## src/rtl/adc_capture_packer.sv

```systemverilog
// ADC capture packer: keeps sample high bytes, packs two beats per 256b word,
// and bursts cap_size bytes through a first-word-fall-through output FIFO.
module adc_capture_packer #(
  parameter int FIFO_DEPTH = 8
) (
  input  logic         rf_clk,
  input  logic         rf_rst,
  input  logic         s_axis_tvalid,
  input  logic [255:0] s_axis_tdata,
  output logic         m_axis_tvalid,
  input  logic         m_axis_tready,
  output logic [255:0] m_axis_tdata,
  output logic         m_axis_tlast,
  input  logic         capture_start,
  input  logic         capture_abort,
  input  logic [31:0]  cap_size,
  output logic         busy,
  output logic         done,
  output logic         overflow,
  output logic [26:0]  word_count
);

  localparam int AW = $clog2(FIFO_DEPTH);
  localparam logic [AW:0] DEPTH_L = (AW+1)'(FIFO_DEPTH);

  typedef enum logic [1:0] {
    S_IDLE,
    S_CAPTURE,
    S_FLUSH,
    S_DONE
  } state_t;

  state_t       r_state;
  logic [26:0]  r_n;
  logic         r_phase;
  logic [127:0] r_lo;
  logic [255:0] r_word;
  logic         r_last;
  logic         r_push;
  logic [AW:0]  r_wr;
  logic [AW:0]  r_rd;
  logic [256:0] r_mem [FIFO_DEPTH];

  logic [127:0] w_half;
  logic [AW:0]  w_count;
  logic         w_empty;
  logic         w_full;
  logic         w_pop;
  logic         w_accept;
  logic [26:0]  w_next;
  logic [26:0]  w_cap_n;
  logic         w_unused;

  always_comb begin
    w_half = '0;
    for (int i = 0; i < 16; i++) begin
      w_half[8*i +: 8] = s_axis_tdata[16*i+8 +: 8];
    end
  end

  assign w_count  = r_wr - r_rd;
  assign w_empty  = (r_wr == r_rd);
  assign w_full   = (w_count == DEPTH_L);
  assign w_pop    = !w_empty && m_axis_tready;
  // A push into a full FIFO still lands if a pop frees a slot this cycle
  assign w_accept = r_push && (!w_full || w_pop);
  assign w_next   = word_count + 27'd1;
  assign w_cap_n  = cap_size[31:5];
  assign w_unused = ^cap_size[4:0];

  assign m_axis_tvalid = !w_empty;
  assign m_axis_tdata  = w_empty ? '0 : r_mem[r_rd[AW-1:0]][255:0];
  assign m_axis_tlast  = w_empty ? 1'b0 : r_mem[r_rd[AW-1:0]][256];
  assign busy = (r_state == S_CAPTURE) || (r_state == S_FLUSH);

  always_ff @(posedge rf_clk) begin
    if (!rf_rst && !capture_abort && w_accept) begin
      r_mem[r_wr[AW-1:0]] <= {r_last, r_word};
    end
  end

  always_ff @(posedge rf_clk) begin
    if (rf_rst) begin
      r_state    <= S_IDLE;
      r_n        <= '0;
      r_phase    <= 1'b0;
      r_lo       <= '0;
      r_word     <= '0;
      r_last     <= 1'b0;
      r_push     <= 1'b0;
      r_wr       <= '0;
      r_rd       <= '0;
      done       <= 1'b0;
      overflow   <= 1'b0;
      word_count <= '0;
    end else if (capture_abort) begin
      r_state  <= S_IDLE;
      r_phase  <= 1'b0;
      r_push   <= 1'b0;
      r_wr     <= '0;
      r_rd     <= '0;
      done     <= 1'b0;
      overflow <= 1'b0;
    end else begin
      if (w_pop) r_rd <= r_rd + 1'b1;
      if (w_accept) r_wr <= r_wr + 1'b1;
      if (r_push && !w_accept) overflow <= 1'b1;
      r_push <= 1'b0;
      unique case (r_state)
        S_IDLE, S_DONE: begin
          if (capture_start) begin
            r_n        <= w_cap_n;
            r_phase    <= 1'b0;
            word_count <= '0;
            overflow   <= 1'b0;
            if (w_cap_n != '0) begin
              r_state <= S_CAPTURE;
              done    <= 1'b0;
            end else begin
              r_state <= S_DONE;
              done    <= 1'b1;
            end
          end
        end
        S_CAPTURE: begin
          if (s_axis_tvalid) begin
            r_phase <= !r_phase;
            if (!r_phase) begin
              r_lo <= w_half;
            end else begin
              r_word     <= {w_half, r_lo};
              r_last     <= (w_next == r_n);
              r_push     <= 1'b1;
              word_count <= w_next;
              if (w_next == r_n) r_state <= S_FLUSH;
            end
          end
        end
        S_FLUSH: begin
          if (!r_push && w_empty) begin
            r_state <= S_DONE;
            done    <= 1'b1;
          end
        end
        default: r_state <= S_IDLE;
      endcase
    end
  end

endmodule

```

## config.mk

```make
export PLATFORM = sky130hd
export DESIGN_NAME = adc_capture_packer
export DESIGN_NICKNAME = d
export VERILOG_FILES = /design/src/rtl/adc_capture_packer.sv
export SDC_FILE = /design/constraint.sdc
export NUM_CORES = 2
export LEC_CHECK = 0
export BUFFER_PORTS_ARGS = -buffer_cell sky130_fd_sc_hd__buf_4
export CORE_MARGIN = 3
export CORE_UTILIZATION = 30
export CTS_CLUSTER_SIZE = 30
export DETAILED_ROUTE_END_ITERATION = 10
export PLACE_DENSITY = 0.49
export SETUP_SLACK_MARGIN = 0.05
export SLEW_MARGIN = 0
export SYNTH_ARGS = -nofsm -noshare
export SYNTH_HDL_FRONTEND = slang
export SYNTH_SLANG_ARGS = --single-unit
export TNS_END_PERCENT = 1
```

## constraint.sdc

```tcl
create_clock -name rf_clk -period 74.1 [get_ports rf_clk]
set_clock_uncertainty 0.15 [all_clocks]
set_input_delay 14.82 -clock rf_clk [delete_from_list [all_inputs] [get_ports rf_clk]]
set_output_delay 14.82 -clock rf_clk [all_outputs]
set_load 0.02 [all_outputs]
```

==> Word level (Yosys, flattened, before mapping) <==
Memories as Yosys holds them, arrays and structs flattened. A register that Yosys moved wholly into a read port is not among the register bits.
Index checks and enable logic that the tools add are counted.
{ "totals": {"memories": 1, "in_bits": 294, "reg_bits": 453, "output_inout_bits": 288, "wordCells": 89, "ramBits": 2056} }
{ "op_classes": {"reduce_logical": 29, "n_eq_ne": 11, "n_bitwise": 4, "addsub": 4, "mux": 28} }
{ "memory_table": {"columns": ["memory", "depth", "width", "read_ports", "rd_clocked_by_memory_dff", "wr", "line", "source"], "rows": [
  ["r_mem", 8, 257, 1, 1, 1, "42", "logic [256:0] r_mem [FIFO_DEPTH];"]
]} }
{ "ops": {"columns": ["op", "n"], "rows": [
  ["2-to-1 mux 256 bit", 1],
  ["2-to-1 mux 27 bit", 3],
  ["case mux 27 bit (2 select lines)", 1],
  ["adder 27 x 1 -> 27 bit, second input constant", 1],
  ["equality test 27 bit", 1],
  ["nonzero test 27 bit", 1],
  ["2-to-1 mux 1 bit", 12],
  ["2-to-1 mux 2 bit", 6],
  ["AND reduction 5 bit", 2],
  ["AND reduction 3 bit", 3],
  ["adder 4 x 1 -> 4 bit, second input constant", 2],
  ["AND reduction 4 bit", 2],
  ["logical NOT 1 bit", 7],
  ["logical AND 1 bit", 6],
  ["2-to-1 mux 3 bit", 2],
  ["!= test 2 bit, second input constant", 3],
  ["case mux 2 bit (3 select lines)", 1],
  ["equality test 2 bit, second input constant", 2],
  ["equality test 4 bit", 1],
  ["equality test 4 bit, second input constant", 1],
  ["!= test 2 x 1 -> 1 bit, second input constant", 2],
  ["inverter 1 bit", 4],
  ["case mux 1 bit (2 select lines)", 2],
  ["nonzero test 2 bit", 2],
  ["6 further kinds", 8]
]} }

==> Logic depth before layout (Yosys ltp) <==
{ "logic_depth": {"ltp_word": 10, "depth_mapped": 13, "mapped_depth_nobuf": 10} }

==> Worst setup path before layout <==
No wires, ideal clock.
{ "synth_path": {"kind": "input -> register", "from": "input m_axis_tready", "to": "memory r_mem[4][0] (enable)", "n_path_buf": 1, "setup_slack_ns": 39.910, "setup_time_ns": 1.189, "cell_stages": 6, "t_arrival_ns": 32.851, "required_ns": 72.761, "cell_sequence": "nand2_1 nand4b_1 and2_1 clkbuf_1 nand3_1 nor3_1"} }
{ "synth_via": {"elab_chain_cells": 6} }
{ "synth_rtl": {"columns": ["item", "line", "source"], "rows": [
  ["from (decl)", "11", "input logic m_axis_tready,"],
  ["logical AND 1 bit", "64", "assign w_pop = !w_empty && m_axis_tready;"],
  ["logical OR 1 bit", "66", "assign w_accept = r_push && (!w_full || w_pop);"],
  ["logical AND 1 bit", "66", null],
  ["logical AND 1 bit", "77", "if (!rf_rst && !capture_abort && w_accept) begin"],
  ["2-to-1 mux 1 bit", "77", null],
  ["2-to-1 mux 1 bit (not written as such)", "78", "r_mem[r_wr[AW-1:0]] <= {r_last, r_word};"],
  ["to (decl)", "42", null]
]} }
No other way between the ends.

==> results_dict.tcl <==
set metrics [dict create \
    syn-cell-area_sq_mm 0.0947 \
    use_met1_pct 21.5 \
    drive_above_1_share_pct 24.1 \
    netlist.area_leader.share_pct 65.2 \
    hp-start "r_lo[19]" \
    max_cap_viol_count 0 \
    vdd_ir_drop_max_mv 0.0164 \
    ctsHoldBuffers 0 \
    die_w_um 568 \
    arrival_ns 8.32 \
    synthCells 5495 \
    syn2layout_area_growth_pct 18.5 \
    start_util_pct 30.2 \
    max_stage_delay_ns 0.89 \
    cts.sinks 2512 \
    drt-initial-drc-count 4151 \
    critPathLaunchType "flip-flop" \
    worst-path-buf-inv 7 \
    die_area_sq_mm 0.323 \
    avgSynthCellArea_sq_um 17.2 \
    hpwlAfterDp_um 139000 \
    crit_chain "buf_4, buf_4, buf_4, buf_4, buf_4, buf_4, mux4_2, mux2i_1, nor2_1, buf_4" \
    place.gp.congestion 0.752 \
    worst_path_dominant_cell_family "buffers and inverters" \
    post-route-drc-count 0 \
    clkSlewWorstSetupHoldPaths_ns 0.06 \
    final_cells 10400 \
    worstHoldPathType "reg -> reg" \
    cts_root_buffer "clkbuf_16" \
    cellPowerDensity_mw_per_mm2 25.9 \
    status "completed" \
    setup_viol_count_final 0 \
    postCtsSetupRepairBufs 0 \
    met2_usage_pct 24.1 \
    max_slew_margin_pct 22.2 \
    reg2reg_to "r_mem[0][46]" \
    cts_resized 0 \
    end_kind "primary output" \
    place_ws_ns 51.17 \
    setup_ws_ns 50.81 \
    cp_slowest_cell "buf_4" \
    antenna_found_initial 23 \
    reg2reg_slack_ns 66.74 \
    core_region_area_sq_mm 0.313 \
    crit_path_max_fanout 47 \
    cp_common_cell "buf_4" \
    yosysWarningCount 0 \
    cts_inserted_buffers 284 \
    min_path_cells 2 \
    period_share_pct 31.4 \
    crit_type "reg -> out" \
    synth_edf_count 2056 \
    finalWirelength_um 251000 \
    vias 50100 \
    p_leak_uw 0.0394 \
    period_minus_slack_ns 23.29 \
    clock_latency_ns 0.89 \
    grt_pass1_vias 52200 \
    cts_tree "yes" \
    portBuffers 448 \
    fin_util_pct 35.8 \
    tns_ns 0 \
    drv_slew 0 \
    viasPerCell 4.82 \
    wl_per_cell_um 24.2 \
    cts_buffer_depth 4 \
    critPathRequiredTime_ns 59.13 \
    synth-main-ff-cell "edfxtp_1" \
    timing.rr.start "r_wr[0]" \
    synth_cell_types 58 \
    r2r_cells 13 \
    track_usage_pct 15.2 \
    grt_setup_unrepaired "false" \
    grt_max_degree 139 \
    max_freq_ghz 0.0429 \
    pin_count 582 \
    num-nets-final 6289 \
    worst_hold_path.endpoint "r_word[19]" \
    first_pass_iters 5 \
    gr-total-overflow 0 \
    synth_area_leaders "edfxtp_1 65%, mux4_2 12%, dfxtp_1 9.6%" \
    synth_async_sr_flop_share_pct 0 \
    synth_fp_nets 5798 \
    num_rows 205 \
    ys_seq_area_share_pct 74.8 \
    ant_nets 0 \
    busiest_layer "met2" \
    dieHeight_um 568 \
    use_met3_pct 2.72 \
    hold_viol_final 0 \
    grt_pass1_wl_um 364000 \
    synth_top_cell_by_area "edfxtp_1" \
    fill_cells 29500 \
    dp_cells 9840 \
    htreeDepth 5 \
    worst-slew-pin-transition_ns 1.16 \
    ys_ff_latch 2512 \
]
where the power goes:
group          switching, uW  internal [uW]  leakage [uW]
registers               1.32           1510        0.0276
logic                   17.6           9.60       0.00730
clock network            570            805       0.00449
state kept, by name, summed over array words and instances, names as in the netlist, named ones only:
name        flops
r_mem        2056
r_word        256
r_lo          128
r_n            27
word_count     27
r_rd            4
r_wr            4
r_state         2
done            1
overflow        1
r_last          1
r_phase         1
r_push          1
kinds of logic (layout without fill, tap and decap cells):
| logic type | count (synthesis) | in the layout | share of synthesized area [%] |
|---|---|---|---|
| other | 0 | 15 | 0 |
| AND/OR/NAND/NOR | 1318 | 1318 | 5.63 |
| multiplexers | 774 | 774 | 15.0 |
| AO/OA/AOI/OAI | 490 | 490 | 2.66 |
| buffers and inverters | 349 | 1080 | 1.40 |
| XOR/XNOR | 43 | 43 | 0.398 |
| adder cells (fa/ha/maj) | 9 | 9 | 0.119 |
| flip-flops | 2512 | 2512 | 74.8 |
placed cells by master, fill, tap and decap left out, drive strengths merged, types with 22 or more instances in the layout:
cell,netlist,routed
a21oi,445,445
buf,92,542
clkbuf,245,401
clkinv,0,91
dfxtp,456,456
edfxtp,2056,2056
inv,12,22
mux2i,260,260
mux4,514,514
nand2,882,882
nor2,312,312
nor3,23,23
o21ai,24,24
xnor2,32,32
worst reg2reg max path: cells and delay by family (launching register included):
family / cells / cell delay, ns
adder cells (fa/ha/maj): 1 / 0.33
AND/OR/NAND/NOR: 6 / 2.22
buffers and inverters: 6 / 3.62
flip-flops: 1 / 0.52
worst max-delay path by stage:
stage	cells past startpoint	endpoint	slack, ns	startpoint
2_1_floorplan	6	r_mem[4][0]	39.91	m_axis_tready
6_report	10	m_axis_tdata[211]	50.81	flip-flop
3_3_place_gp	10	m_axis_tdata[211]	51.15	flip-flop
3_5_place_dp	10	m_axis_tdata[211]	51.17	flip-flop
5_1_grt	10	m_axis_tdata[211]	49.81	flip-flop
4_1_cts	10	m_axis_tdata[211]	50.17	flip-flop
metal layers:
layer / vias up / share of wire (%)
met2: 1247 / 47
met1: 26400 / 46
met3: 309 / 5.4
li1: 22100 / -
met4: 12 / 2.3
met5: - / 0.029
through the flow:
step           cell area (sq um)  power [uW]  hold slack [ns]
5_1_grt                   112000        3010            0.310
4_1_cts                   112000        2950            0.279
3_3_place_gp              103000        1570            0.290
3_5_place_dp              103000        1570            0.293
6_report                  112000        2910            0.284
2_1_floorplan              94700        1550            0.282
synthesized netlist by cell type (3+ instances only):
library cell / n
a21oi_1: 445
and2_1: 4
and3_1: 5
and4_1: 3
buf_1: 84
buf_2: 5
buf_4: 3
clkbuf_1: 244
dfxtp_1: 456
edfxtp_1: 2056
ha_1: 9
inv_1: 12
mux2i_1: 260
mux4_2: 514
nand2_1: 881
nand2b_1: 5
nand3_1: 14
nand4_1: 13
nand4b_1: 4
nor2_1: 312
nor2b_1: 4
nor3_1: 23
nor3b_1: 7
nor4_1: 11
o21ai_0: 24
or2_2: 3
or3_1: 10
or4_1: 6
xnor2_1: 32
xor2_1: 11
cell type report:
type                            count  area (sq um)  area share (%)
Tap cell                         4140          5180            4.62
Antenna cell                       15          37.5          0.0334
Multi-Input combinational cell   2634         22600            20.1
Timing Repair Buffer              542          4230            3.77
Clock buffer                      401          7930            7.07
Clock inverter                    125          1320            1.17
Inverter                           12          45.0          0.0401
Sequential cell                  2512         70900            63.2
(Power assumes the default switching activity.)
